[src/rtl/pc_gen_unit.sv]
// pc_gen_unit: fetch program counter generator with a valid/ready fetch
// handshake, prioritised next-PC selection and a circular return address stack.
//
// Ports:
//   Clk_Core, Rst_Core          clock, asynchronous active-high reset
//   Run                         enable; low holds the PC and drops Fetch_Valid
//   Fetch_Ready / Fetch_Valid   fetch handshake for Program_Count
//   Program_Count(_Off)         current fetch PC and PC+INC
//   Redirect_Valid/_Target      taken branch/jump from execute
//   Trap_Req                    exception/interrupt request
//   Call_Hint / Ret_Hint        call/return hints, qualified by the handshake
//   Trap_Taken / Misaligned     registered single-cycle pulses
//   Trap_Pc                     PC (or bad target) captured at the last trap
//   Ras_Count                   number of valid RAS entries
module pc_gen_unit #(
  parameter int unsigned       DWIDTH       = 32,
  parameter logic [DWIDTH-1:0] RESET_VECTOR = DWIDTH'(32'h0000_0000),
  parameter logic [DWIDTH-1:0] TRAP_VECTOR  = DWIDTH'(32'h0000_0100),
  parameter int unsigned       INC          = 4,
  parameter int unsigned       RAS_DEPTH    = 4
) (
  input  logic                           Clk_Core,
  input  logic                           Rst_Core,
  input  logic                           Run,
  input  logic                           Fetch_Ready,
  output logic                           Fetch_Valid,
  output logic [DWIDTH-1:0]              Program_Count,
  output logic [DWIDTH-1:0]              Program_Count_Off,
  input  logic                           Redirect_Valid,
  input  logic [DWIDTH-1:0]              Redirect_Target,
  input  logic                           Trap_Req,
  input  logic                           Call_Hint,
  input  logic                           Ret_Hint,
  output logic                           Trap_Taken,
  output logic [DWIDTH-1:0]              Trap_Pc,
  output logic                           Misaligned,
  output logic [$clog2(RAS_DEPTH):0]     Ras_Count
);

  localparam int unsigned PTR_W   = $clog2(RAS_DEPTH);
  localparam int unsigned CNT_W   = PTR_W + 1;
  localparam int unsigned ALIGN_W = $clog2(INC);

  typedef enum logic {IDLE, ACTIVE} state_t;

  state_t                  state_q, state_d;
  logic [DWIDTH-1:0]       pc_q, pc_d;
  logic [DWIDTH-1:0]       trap_pc_q, trap_pc_d;
  logic                    trap_taken_q, trap_taken_d;
  logic                    misaligned_q, misaligned_d;
  logic [CNT_W-1:0]        cnt_q, cnt_d;
  logic [PTR_W-1:0]        ptr_q, ptr_d;
  logic [DWIDTH-1:0]       ras_q [RAS_DEPTH];

  logic                    ras_we;
  logic [PTR_W-1:0]        ras_waddr;
  logic [PTR_W-1:0]        top_idx;
  logic                    do_pop;
  logic                    accept;
  logic [DWIDTH-1:0]       pc_inc;

  assign pc_inc            = pc_q + DWIDTH'(INC);
  assign Fetch_Valid       = (state_q == ACTIVE) && Run;
  assign accept            = Fetch_Valid && Fetch_Ready;
  assign Program_Count     = pc_q;
  assign Program_Count_Off = pc_inc;
  assign Trap_Pc           = trap_pc_q;
  assign Trap_Taken        = trap_taken_q;
  assign Misaligned        = misaligned_q;
  assign Ras_Count         = cnt_q;

  // ptr_q points at the next free slot, so the top entry sits one below it.
  assign top_idx = ptr_q - PTR_W'(1);

  always_comb begin
    state_d      = state_q;
    pc_d         = pc_q;
    trap_pc_d    = trap_pc_q;
    trap_taken_d = 1'b0;
    misaligned_d = 1'b0;
    cnt_d        = cnt_q;
    ptr_d        = ptr_q;
    ras_we       = 1'b0;
    ras_waddr    = ptr_q;
    do_pop       = 1'b0;

    unique case (state_q)
      IDLE: begin
        if (Run) state_d = ACTIVE;
      end
      ACTIVE: begin
        if (!Run) begin
          state_d = IDLE;
        end else if (Trap_Req) begin
          pc_d         = TRAP_VECTOR;
          trap_pc_d    = pc_q;
          trap_taken_d = 1'b1;
          cnt_d        = '0;
          ptr_d        = '0;
        end else if (Redirect_Valid &&
                     (Redirect_Target[ALIGN_W-1:0] != '0)) begin
          pc_d         = TRAP_VECTOR;
          trap_pc_d    = Redirect_Target;
          trap_taken_d = 1'b1;
          misaligned_d = 1'b1;
          cnt_d        = '0;
          ptr_d        = '0;
        end else if (Redirect_Valid) begin
          pc_d = Redirect_Target;
        end else if (accept) begin
          do_pop = Ret_Hint && (cnt_q != '0);
          pc_d   = do_pop ? ras_q[top_idx] : pc_inc;
          if (Call_Hint) begin
            ras_we = 1'b1;
            if (do_pop) begin
              // pop+push collapses to overwriting the top in place
              ras_waddr = top_idx;
            end else begin
              // full stack wraps onto the oldest entry; count saturates
              ptr_d = ptr_q + PTR_W'(1);
              if (cnt_q != CNT_W'(RAS_DEPTH)) cnt_d = cnt_q + CNT_W'(1);
            end
          end else if (do_pop) begin
            ptr_d = top_idx;
            cnt_d = cnt_q - CNT_W'(1);
          end
        end
      end
      default: state_d = IDLE;
    endcase
  end

  always_ff @(posedge Clk_Core or posedge Rst_Core) begin
    if (Rst_Core) begin
      state_q      <= IDLE;
      pc_q         <= RESET_VECTOR;
      trap_pc_q    <= '0;
      trap_taken_q <= 1'b0;
      misaligned_q <= 1'b0;
      cnt_q        <= '0;
      ptr_q        <= '0;
    end else begin
      state_q      <= state_d;
      pc_q         <= pc_d;
      trap_pc_q    <= trap_pc_d;
      trap_taken_q <= trap_taken_d;
      misaligned_q <= misaligned_d;
      cnt_q        <= cnt_d;
      ptr_q        <= ptr_d;
    end
  end

  // Entries are only readable below ptr_q/cnt_q, so storage needs no reset.
  always_ff @(posedge Clk_Core) begin
    if (ras_we) ras_q[ras_waddr] <= pc_inc;
  end

endmodule

[config.mk]
export PLATFORM = sky130hd
export DESIGN_NAME = pc_gen_unit
export DESIGN_NICKNAME = d
export VERILOG_FILES = /design/src/rtl/pc_gen_unit.sv
export SDC_FILE = /design/constraint.sdc
export NUM_CORES = 1
export LEC_CHECK = 0
export CORE_UTILIZATION = 45
export CTS_BUF_LIST = sky130_fd_sc_hd__clkbuf_16
export CTS_CLUSTER_SIZE = 28
export DETAILED_ROUTE_END_ITERATION = 16
export GPL_TIMING_DRIVEN = 0
export PLACE_DENSITY_LB_ADDON = 0.3
export SETUP_SLACK_MARGIN = 0.3
export SYNTH_ARGS = -nofsm -noshare
export SYNTH_HDL_FRONTEND = slang
export SYNTH_SLANG_ARGS = --single-unit
[constraint.sdc]
create_clock -name Clk_Core -period 6.74 [get_ports Clk_Core]
set_input_delay 1.685 -clock Clk_Core [delete_from_list [all_inputs] [get_ports Clk_Core]]
set_output_delay 1.685 -clock Clk_Core [all_outputs]
set_load 0.005 [all_outputs]
# Yosys cells after proc, flatten, opt, wreduce, memory -nomap -nowiden
# Memories as Yosys holds them, arrays and structs flattened.
# Cells that the tools add are included.
dict set report totals {
  output_inout_bits 102
  n_memories 1
  mem_bits_rw 128
  input_bits 40
  wordCells 77
  regBits 72
}
# name words width read_ports rd_clocked_by_memory_dff wr line
set mem_list {}
lappend mem_list {ras_q 4 32 1 0 1 53} ;# logic [DWIDTH-1:0] ras_q [RAS_DEPTH];
dict set report classes {
  n_eq_ne 3
  n_mux 46
  add_sub_neg 5
  n_reduce_logical 15
}
# cell count
set ops {}
lappend ops {{$mux 32} 7}
lappend ops {{$add 32x3->32 const B} 1}
lappend ops {{$mux 2} 14}
lappend ops {{$mux 3} 8}
lappend ops {{$mux 1} 17}
lappend ops {{$reduce_bool 4->1} 3}
lappend ops {{$reduce_and 7->1} 1}
lappend ops {{$reduce_and 3->1} 2}
lappend ops {{$reduce_bool 3->1} 2}
lappend ops {{$reduce_and 5->1} 1}
lappend ops {{$logic_and 1x1->1} 4}
lappend ops {{$ne 4x4->1 const B} 1}
lappend ops {{$reduce_bool 2->1} 2}
lappend ops {{$add 3x1->3 const B} 1}
lappend ops {{$ne 3x1->1 const B} 1}
lappend ops {{$ne 3x3->1 const B} 1}
lappend ops {{$sub 3x1->3 const B} 1}
lappend ops {{$add 2x1->2 const B} 1}
lappend ops {{$sub 2x1->2 const B} 1}

# Logic depth before layout (Yosys ltp)
# Gate-level depths: netlist (run 1).
dict set report depth {
  depth_word 10
  ltp_mapped 8
  mapped_depth_nobuf 6
}

# Worst setup path before layout (run 1)
# No wires, ideal clock.
dict set report synth_path {
  path_type {input -> register}
  start {input port Redirect_Valid}
  end {memory ras_q[2][0], enable pin}
  required_time_ps 6227
  slack_ps 476
  arrival_ps 5750
  setup_ps 513
  path_buffers 1
  stages 4
  cell_sequence {buf_2 nor2b_1 nand4_1 nor4b_1}
}
dict set report synth_between {
  elab_chain_len 7
  elab_cells_between_ends 13
  cone_classes {12 x mux; 1 x reduce/logical}
}
# element line
set synth_lines {}
lappend synth_lines {{start, declared} 29} ;# input logic Redirect_Valid,
lappend synth_lines {{$mux 1 / $logic_and 1x1->1 (equally long branches)} {108, 100}}
lappend synth_lines {{$mux 1} 100} ;# end else if (Redirect_Valid &&
lappend synth_lines {{$mux 1} 94} ;# end else if (Trap_Req) begin
lappend synth_lines {{$mux 1} 92} ;# if (!Run) begin
lappend synth_lines {{$mux 1} 87} ;# unique case (state_q)
lappend synth_lines {{$mux 1} 155} ;# if (ras_we) ras_q[ras_waddr] <= pc_inc;
lappend synth_lines {{$mux 1 (implied by the code)} 155}
lappend synth_lines {{end, declared} 53}
# Several ways; a longest one is shown, not always the timed one.

# Final worst setup path (run 1)
dict set report layout_path {
  start {register pc_q[2] (netlist: Program_Count[2])}
  end {output port Program_Count_Off[30]}
}
dict set report layout_between {
  elab_chain_len 1
}
# element line
set layout_lines {}
lappend layout_lines {{start, declared} 47} ;# logic [DWIDTH-1:0] pc_q, pc_d;
lappend layout_lines {{start signal, assigned} 144} ;# pc_q <= pc_d;
lappend layout_lines {{$add 32x3->32} 62} ;# assign pc_inc = pc_q + DWIDTH'(INC);
lappend layout_lines {{end, declared} 28} ;# output logic [DWIDTH-1:0] Program_Count_Off,
# No other way between the ends.

==> flow_metrics.tcl, run 1 <==
set metrics [dict create \
    dp_slack_ns 1.74 \
    place.gp.congestion 0.863 \
    cts_setup_buffers 0 \
    grt_max_degree 60 \
    yosysWarningCount 0 \
    seq_area_frac_synth_pct 61.0 \
    fin_crit_sh_pct 75.7 \
    setup.worst_path.end_class "output port" \
    fmax_mhz 196 \
    final_cell_mix "clkdlybuf4s50_1, edfxtp_1, nand2_1" \
    slew_viol_final 0 \
    core.rowCount 52 \
    rsz0062_at_grt "no" \
    drc_errors 0 \
    die_y_um 145 \
    clk_pin_slew_worst_paths_ns 0.07 \
    hold_path.class "reg -> reg" \
    regArea_um2 5650 \
    vias_per_cell 5.87 \
    drv_cap 0 \
    final_common_cell "clkdlybuf4s50_1" \
    syn_nets 740 \
    drt_wl_total_um 25600 \
    worst_slew_pin_slew_ns 0.996 \
    clock_skew_ns 0.0141 \
    htreeDepth 4 \
    required_ns 5.06 \
    initial_core_util_pct 45.9 \
    numCtsBuffers 17 \
    core_region_area_um2 20200 \
    tns_ns 0 \
    fin_crit_ns 5.10 \
    finalNetCount 911 \
    io_buffer_count 140 \
    fin_ws_ns 1.64 \
    antenna_found_initial 0 \
    syn_area_um2 9260 \
    path_max_fanout 10 \
    ir_drop_v 0.000187 \
    p_leak_nw 4.31 \
    vias 6760 \
    clockBufferDepth 2 \
    area_delta_synth_final_pct 26.5 \
    cts_root_buffer "clkbuf_16" \
    n_antenna_cell 0 \
    netlist_instances 698 \
    setup_viol 0 \
    drtAntennaViolNets 0 \
    first_pass_iters 5 \
    ys_ff_latch 200 \
    cts_tree "built" \
    wl_per_cell_um 22.2 \
    synth_edf_count 128 \
    grt_pass1_wl_um 39300 \
    avgSynthCellArea_um2 13.3 \
    ys_types 71 \
    multi_input_area_um2 3320 \
    synthFlopType "edfxtp_1" \
    grt_util_all_layers_pct 25.0 \
    die-area_um2 21100 \
    grt_pass1_vias 6548 \
    outcome "complete, no violations" \
    cts_hold_buf 0 \
    p_per_area_nw_per_um2 243 \
    critPathLaunchType "flip-flop" \
    hpwl_um 18300 \
    ys_async_sr_fraction_pct 36.0 \
    arrival_ns 3.42 \
    final_hold_viol_count 0 \
    boundaryPins 142 \
    cts_sinks 200 \
    slew_headroom_pct 33.0 \
    fill_cells 1655 \
    drtIter0Drc 719 \
    die_w_um 145 \
    cts_resized 0 \
    critPathKind "reg -> out" \
    final_layout_size_suffix_gt1_share_pct 13.2 \
    grt_overflow_total 0 \
    clk_latency_ns 0.44 \
]
-- where the power goes --
group,switching [mW],internal [mW]
logic,0.214,0.236
clock network,0.451,0.505
registers,0.0621,1.38
total,0.728,2.12
-- final timing paths --
check / startpoint / to / slack (ns) / cells after the start
max in group asynchronous: Rst_Core / Trap_Pc[6]$_DFFE_PP0P_ / 4.62 / 3
max reg2reg: ptr_q[0]$_DFFE_PP0P_ / ras_q[2][22]$_DFFE_PP_ / 3.11 / 8
max: Program_Count[2]$_DFFE_PP0P_ / Program_Count_Off[30] / 1.64 / 7
min reg2reg: Trap_Pc[16]$_DFFE_PP0P_ / Trap_Pc[16]$_DFFE_PP0P_ / 0.48 / 2
min: Trap_Pc[16]$_DFFE_PP0P_ / Trap_Pc[16]$_DFFE_PP0P_ / 0.48 / 2
min in group asynchronous: Rst_Core / Trap_Pc[23]$_DFFE_PP0P_ / 1.52 / 2
-- through the flow --
step	hold WS (ns)	util (%)	power [mW]	cells	instance area [um^2]
final	0.481	58.0	2.85	1152	11700
after detailed placement	0.471	55.4	1.92	1120	11200
after floorplan	0.473	-	1.65	698	9260
after global placement	0.462	54.5	1.90	1108	11000
after global routing	0.509	58.0	2.95	1152	11700
after CTS	0.487	58.0	2.86	1152	11700
-- synthesized netlist by cell type (5+ instances only) --
| cell type | count | area (um^2) |
|---|---|---|
| nor2_1 | 25 | 93.8 |
| a21o_1 | 9 | 67.6 |
| nor4_1 | 6 | 37.5 |
| o31ai_1 | 10 | 75.1 |
| xor2_1 | 8 | 70.1 |
| nor3_1 | 14 | 70.1 |
| mux2i_1 | 34 | 340 |
| and3_1 | 6 | 37.5 |
| o221ai_1 | 8 | 70.1 |
| mux4_2 | 31 | 698 |
| edfxtp_1 | 128 | 3840 |
| inv_1 | 19 | 71.3 |
| o22ai_1 | 9 | 56.3 |
| a21oi_1 | 12 | 60.1 |
| o21ai_0 | 61 | 305 |
| dfrtp_1 | 72 | 1800 |
| a221o_1 | 5 | 50.1 |
| buf_2 | 11 | 55.1 |
| xnor2_1 | 17 | 149 |
| clkbuf_1 | 26 | 97.6 |
| nand3_1 | 15 | 75.1 |
| a31oi_1 | 7 | 43.8 |
| a22o_1 | 7 | 61.3 |
| nand2_1 | 80 | 300 |
-- state kept, by name (all words and copies together) (netlist names) --
register,flops
ptr_q,2
Program_Count,32
state_q,1
ras_q,128
Misaligned,1
Ras_Count,3
Trap_Pc,32
Trap_Taken,1
-- worst max-delay path: stages (launching register included) --
cell	delay, ns
dfrtp_1	0.52
ha_1	0.25
nand3_2	0.17
or3_1	0.38
buf_6	0.15
or4_4	0.43
xnor2_1	0.47
clkdlybuf4s50_1	0.60
-- kinds of logic after synthesis --
logic type	Yosys count	share of synthesized area, %
DFF	200	61.0
and+or+nand+nor	181	9.86
buffers and inverters	68	3.43
xor gates and xnor gates	25	2.37
adders and majority gates	2	0.351
muxes	66	11.5
AOI/OAI and AO/OA	156	11.5
-- area by class of cell --
class                   count  area share (%)
flip-flops and latches    200            48.2
multi-input cells         430            28.4
repair buffers            152            13.2
clock buffers              17            3.63
well taps                 270            2.89
plain buffers              48            2.07
clock inverters            15           0.973
inverters                  20           0.663
-- layer usage --
| layer | up-vias | part of all wire (%) | global-route usage [%] |
|---|---|---|---|
| met5 | - | 0 | 0 |
| met1 | 3365 | 42 | 34.4 |
| met2 | 333 | 48 | 40.3 |
| met3 | 46 | 7.7 | 3.86 |
| met4 | 0 | 2.3 | 9.42 |
| li1 | 3016 | - | - |
(Power assumes the default switching activity.)
==> run 2: changes to the inputs <==
==> constraint.sdc (replaced) <==
create_clock -name Clk_Core -period 4.25 [get_ports Clk_Core]
set_input_delay 1.0625 -clock Clk_Core [delete_from_list [all_inputs] [get_ports Clk_Core]]
set_output_delay 1.0625 -clock Clk_Core [all_outputs]
set_load 0.005 [all_outputs]
==> run 2 against run 1 <==
Cell area up 3.5%. Largest cell class unchanged. Largest power group unchanged. Worst setup slack got worse by 1.3 ns. Clock power is 59% higher. Sequential power is 59% higher.
==> flow_metrics.tcl, run 2 (same netlist as run 1, synthesis figures left out) <==
set metrics [dict create \
    path_max_fanout 9 \
    place.gp.congestion 0.864 \
    fmax_mhz 256 \
    area_delta_synth_final_pct 30.9 \
    clk_pin_slew_worst_paths_ns 0.07 \
    numCtsBuffers 17 \
    grt_util_all_layers_pct 25.7 \
    boundaryPins 142 \
    fin_crit_ns 3.91 \
    hpwl_um 18100 \
    first_pass_iters 7 \
    drtAntennaViolNets 0 \
    io_buffer_count 140 \
    finalNetCount 928 \
    wl_per_cell_um 22.7 \
    vias_per_cell 5.91 \
    drtIter0Drc 900 \
    final_common_cell "clkdlybuf4s50_1" \
    cts_root_buffer "clkbuf_16" \
    cts_tree "built" \
    ir_drop_v 0.000272 \
    grt_overflow_total 0 \
    clock_skew_ns 0.0106 \
    drt_wl_total_um 26500 \
    clk_latency_ns 0.45 \
    p_per_area_nw_per_um2 378 \
    grt_pass1_wl_um 40600 \
    die_y_um 145 \
    fill_cells 1596 \
    final_hold_viol_count 0 \
    worst_slew_pin_slew_ns 1.04 \
    regArea_um2 5660 \
    final_cells 1169 \
    setup_viol 0 \
    initial_core_util_pct 45.9 \
    fin_ws_ns 0.341 \
    critPathKind "reg -> out" \
    outcome "complete, no violations" \
    grt_pass1_vias 6665 \
    setup.worst_path.end_class "output port" \
    critPathLaunchType "flip-flop" \
    final_cell_mix "clkdlybuf4s50_1, edfxtp_1, nand2_1" \
    slew_viol_final 0 \
    cts_hold_buf 0 \
    reg2regPathDepth 7 \
    cts_sinks 200 \
    grt_max_degree 46 \
    drc_errors 0 \
    design_area_um2 12100 \
    placed_cell_area_um2 11200 \
    finalHoldWorstSlack_ns 0.481 \
    largest_register_ffs 128 \
    arrival_ns 2.85 \
    die-area_um2 21100 \
    whs_path_depth 2 \
    dp_slack_ns 0.00789 \
    place_inst 1116 \
    core.rowCount 52 \
    drv_cap 0 \
    rsz0062_at_grt "no" \
    die_w_um 145 \
    vias 6909 \
    antenna_found_initial 0 \
    required_ns 3.19 \
    largest-register "ras_q" \
    final_layout_size_suffix_gt1_share_pct 18.6 \
    hold_path.class "reg -> reg" \
    core_region_area_um2 20200 \
    slew_headroom_pct 30.6 \
    multi_input_area_um2 3540 \
    final_util_pct 60.1 \
    htreeDepth 4 \
    clockBufferDepth 2 \
    n_antenna_cell 0 \
    fin_crit_sh_pct 92.0 \
    p_leak_nw 4.51 \
]
run 2: cell types whose count changed in the layout (fill, tap and decap cells not counted), moves of 4 or more:
cell / before / now
xnor2_1: 17 / 8
dfrtp_1: 72 / 60
dfrtp_2: 0 / 12
xnor2_2: 0 / 6
buf_8: 0 / 4
buf_4: 11 / 25
run 2: worst paths after layout:
check,start,endpoint,slack (ns)
max,Program_Count[3]$_DFFE_PP0P_,Program_Count_Off[31],0.34
min,Trap_Pc[21]$_DFFE_PP0P_,Trap_Pc[21]$_DFFE_PP0P_,0.48
max reg2reg,ptr_q[0]$_DFFE_PP0P_,ras_q[1][21]$_DFFE_PP_,1.10
min reg2reg,Trap_Pc[21]$_DFFE_PP0P_,Trap_Pc[21]$_DFFE_PP0P_,0.48
max in group asynchronous,Rst_Core,Program_Count[3]$_DFFE_PP0P_,2.67
min in group asynchronous,Rst_Core,Trap_Taken$_DFF_PP0_,0.96
run 2: worst max-delay path, stage by stage, from the launching register on:
cell	delay, ns
dfrtp_2	0.42
nand4_4	0.15
or3_1	0.41
buf_6	0.17
or4_4	0.54
xnor2_4	0.18
clkdlybuf4s50_1	0.53
run 2: repair_timing:
| action | in CTS | in global routing |
|---|---|---|
| pin swaps | 3 | 6 |
| gates cloned | 0 | 0 |
| endpoints found under the setup margin | 20 | 44 |
| buffers inserted | 10 | 11 |
| resized for setup | 30 | 26 |
run 2: area by class of cell:
type | count | share of cell area, %
Clock inverter | 15 | 0.940
Multi-Input combinational cell | 430 | 29.2
Inverter | 20 | 0.640
Clock buffer | 17 | 3.51
Buffer | 48 | 2.23
Timing Repair Buffer | 169 | 14.0
Sequential cell | 200 | 46.7
Tap cell | 270 | 2.79
run 2: metal layers:
metal | up-vias | global-route usage, % | part of all wire (%)
met4 | 0 | 9.84 | 3.0
met2 | 373 | 40.1 | 47
met5 | - | 0 | 0
met1 | 3432 | 35.5 | 41
li1 | 3049 | - | -
met3 | 55 | 5.30 | 8.5
run 2: per-stage QoR:
step	setup TNS, ns	power (mW)
global route	0	4.73
global placement	-131.68	3.02
CTS	0	4.56
floorplan	0	2.61
finish	0	4.58
detailed placement	0	3.04
run 2: power breakdown:
group          internal (mW)  total (mW)  switching (mW)
logic                  0.407       0.770           0.363
clock network          0.796        1.52           0.722
registers               2.19        2.29          0.0982
total                   3.39        4.58            1.18
==> run 3: changes to the inputs <==
--- a/config.mk
+++ b/config.mk
@@ -10,6 +10,7 @@
 export CTS_CLUSTER_SIZE = 28
 export DETAILED_ROUTE_END_ITERATION = 16
 export GPL_TIMING_DRIVEN = 0
+export MAX_ROUTING_LAYER = met4
 export PLACE_DENSITY_LB_ADDON = 0.3
 export SETUP_SLACK_MARGIN = 0.3
 export SYNTH_ARGS = -nofsm -noshare
==> run 3 against run 2 <==
Register-to-register slack gained 0.02 ns. Via count grew 0.22%. Clock power is essentially flat. Clock skew shrank 0.0010 ns. First-iteration DRC count shrank 2.4%. Maximum frequency grew 0.57%. Cell area is essentially flat. Utilization is essentially flat. Final cell count is the same. Largest cell class unchanged. Largest power group unchanged.
==> flow_metrics.tcl, run 3 (same netlist as run 1, synthesis figures left out) <==
set metrics [dict create \
    worst_slew_pin_slew_ns 1.06 \
    cts_root_buffer "clkbuf_16" \
    final_common_cell "clkdlybuf4s50_1" \
    design_area_um2 12100 \
    switchingPower_mw 1.19 \
    final_hold_viol_count 0 \
    die_w_um 145 \
    p_per_area_nw_per_um2 378 \
    vias 6924 \
    clockBufferDepth 2 \
    grt_pass1_wl_um 40500 \
    hpwl_um 18100 \
    clock_skew_ns 0.00959 \
    vias_per_cell 5.92 \
    fin_crit_sh_pct 91.5 \
    core_region_area_um2 20200 \
    clk_latency_ns 0.44 \
    drc_errors 0 \
    final_cells 1169 \
    cts_sinks 200 \
    final_layout_size_suffix_gt1_share_pct 18.7 \
    clk_pin_slew_worst_paths_ns 0.07 \
    critPathLaunchType "flip-flop" \
    p_int_mw 3.39 \
    finalHoldWorstSlack_ns 0.481 \
    cts_tree "built" \
    arrival_ns 2.82 \
    n_antenna_cell 0 \
    power_frac_seq_pct 49.9 \
    drt_wl_total_um 26500 \
    slew_viol_final 0 \
    path_cells "ha_4 > nand3_4 > or4_1 > clkbuf_1 > nor2_1 > xor2_2 > clkdlybuf4s50_1" \
    final_cell_mix "clkdlybuf4s50_1, edfxtp_1, nand2_1" \
    p_comb_share_pct 16.8 \
    initial_core_util_pct 45.9 \
    cp_slowest_cell "clkdlybuf4s50_1" \
    core.rowCount 52 \
    fmax_mhz 257 \
    numCtsBuffers 17 \
    boundaryPins 142 \
    antenna_found_initial 0 \
    worst_path_dominant_cell_family "simple AND/OR/NAND/NOR gates" \
    setup.worst_path.end_class "output port" \
    place_inst 1116 \
    required_ns 3.19 \
    total_power_mw 4.58 \
    pwr-share-clk_pct 33.3 \
    p_leak_nw 4.53 \
    largest_register_ffs 128 \
    placed_cell_area_um2 11200 \
    slowest_delay_ns 0.52 \
    hold_path.class "reg -> reg" \
    crit_buf_inv 2 \
    wl_per_cell_um 22.7 \
    die_y_um 145 \
    io_buffer_count 140 \
    grt_util_all_layers_pct 26.4 \
    critPathLaunch "Program_Count[2]$_DFFE_PP0P_" \
    cts_hold_buf 0 \
    fin_crit_ns 3.89 \
    tns_ns 0 \
    fill_cells 1596 \
    drtAntennaViolNets 0 \
    switching_share_pct 25.9 \
    slew_headroom_pct 29.6 \
    grt_pass1_vias 6678 \
    outcome "complete, no violations" \
    setup_viol 0 \
    ir_drop_v 0.000274 \
    place.gp.congestion 0.878 \
    drtIter0Drc 878 \
    area_delta_synth_final_pct 31.1 \
    first_pass_iters 5 \
    drv_cap 0 \
    grt_max_degree 46 \
    grt_overflow_total 0 \
    min_from "Trap_Pc[21]$_DFFE_PP0P_" \
    die-area_um2 21100 \
    timing.rr.start "ptr_q[0]$_DFFE_PP0P_" \
    htreeDepth 4 \
    path_max_fanout 6 \
    largest-register "ras_q" \
    finalNetCount 928 \
    critPathKind "reg -> out" \
    rsz0062_at_grt "yes" \
]
run 3: what timing repair did:
action | CTS | global route
resized for setup | 30 | 28
setup endpoints to repair | 20 | 44
pin swaps | 3 | 6
buffers inserted | 10 | 11
run 3: final timing paths:
| check | endpoint | slack, ns | cells past startpoint |
|---|---|---|---|
| max reg2reg | ras_q[1][21]$_DFFE_PP_ | 1.12 | 7 |
| min in group asynchronous | Trap_Taken$_DFF_PP0_ | 0.96 | 2 |
| min | Trap_Pc[21]$_DFFE_PP0P_ | 0.48 | 2 |
| max | Program_Count_Off[16] | 0.36 | 7 |
| max in group asynchronous | Program_Count[3]$_DFFE_PP0P_ | 2.67 | 3 |
| min reg2reg | Trap_Pc[21]$_DFFE_PP0P_ | 0.48 | 2 |
run 3: worst reg2reg max path, stage by stage, from the launching register on:
cell and delay (ns):
dfrtp_1 0.41, buf_2 0.37, buf_2 0.46, buf_2 0.36, and2_1 0.37, mux2i_1 0.17
nor2_4 0.41, buf_12 0.26
run 3: stage by stage:
step,utilization [%],setup WS (ns)
2_1_floorplan,-,0.560
3_3_place_gp,54.7,-1.36
3_5_place_dp,55.4,0.00789
4_1_cts,59.1,0.252
5_1_grt,60.1,0.282
6_report,60.1,0.363
run 3: final cells by class:
class                           instances  area [um^2]  area share, %
Multi-Input combinational cell        430         3550           29.3
Clock buffer                           17          425           3.51
Clock inverter                         15          114          0.939
Inverter                               20         77.6          0.640
Buffer                                 48          270           2.23
Tap cell                              270          338           2.79
Timing Repair Buffer                  169         1690           14.0
Sequential cell                       200         5660           46.7
run 3: per-layer routing:
metal  track usage (%)  vias to the layer above  part of all wire, %
met4              9.84                        0                  2.8
met5                 -                        -                    0
met1              35.5                     3462                   41
met3              5.17                       53                  8.0
met2              40.0                      349                   48
li1                  -                     3060                    -
run 3: power groups by stage:
stage | clock, mW | sequential (mW) | combinational (mW)
global route | 1.60 | 2.30 | 0.827
detailed placement | 0 | 2.33 | 0.712
finish | 1.52 | 2.29 | 0.770
CTS | 1.53 | 2.29 | 0.752
floorplan | 0 | 2.31 | 0.301
global placement | 0 | 2.33 | 0.694
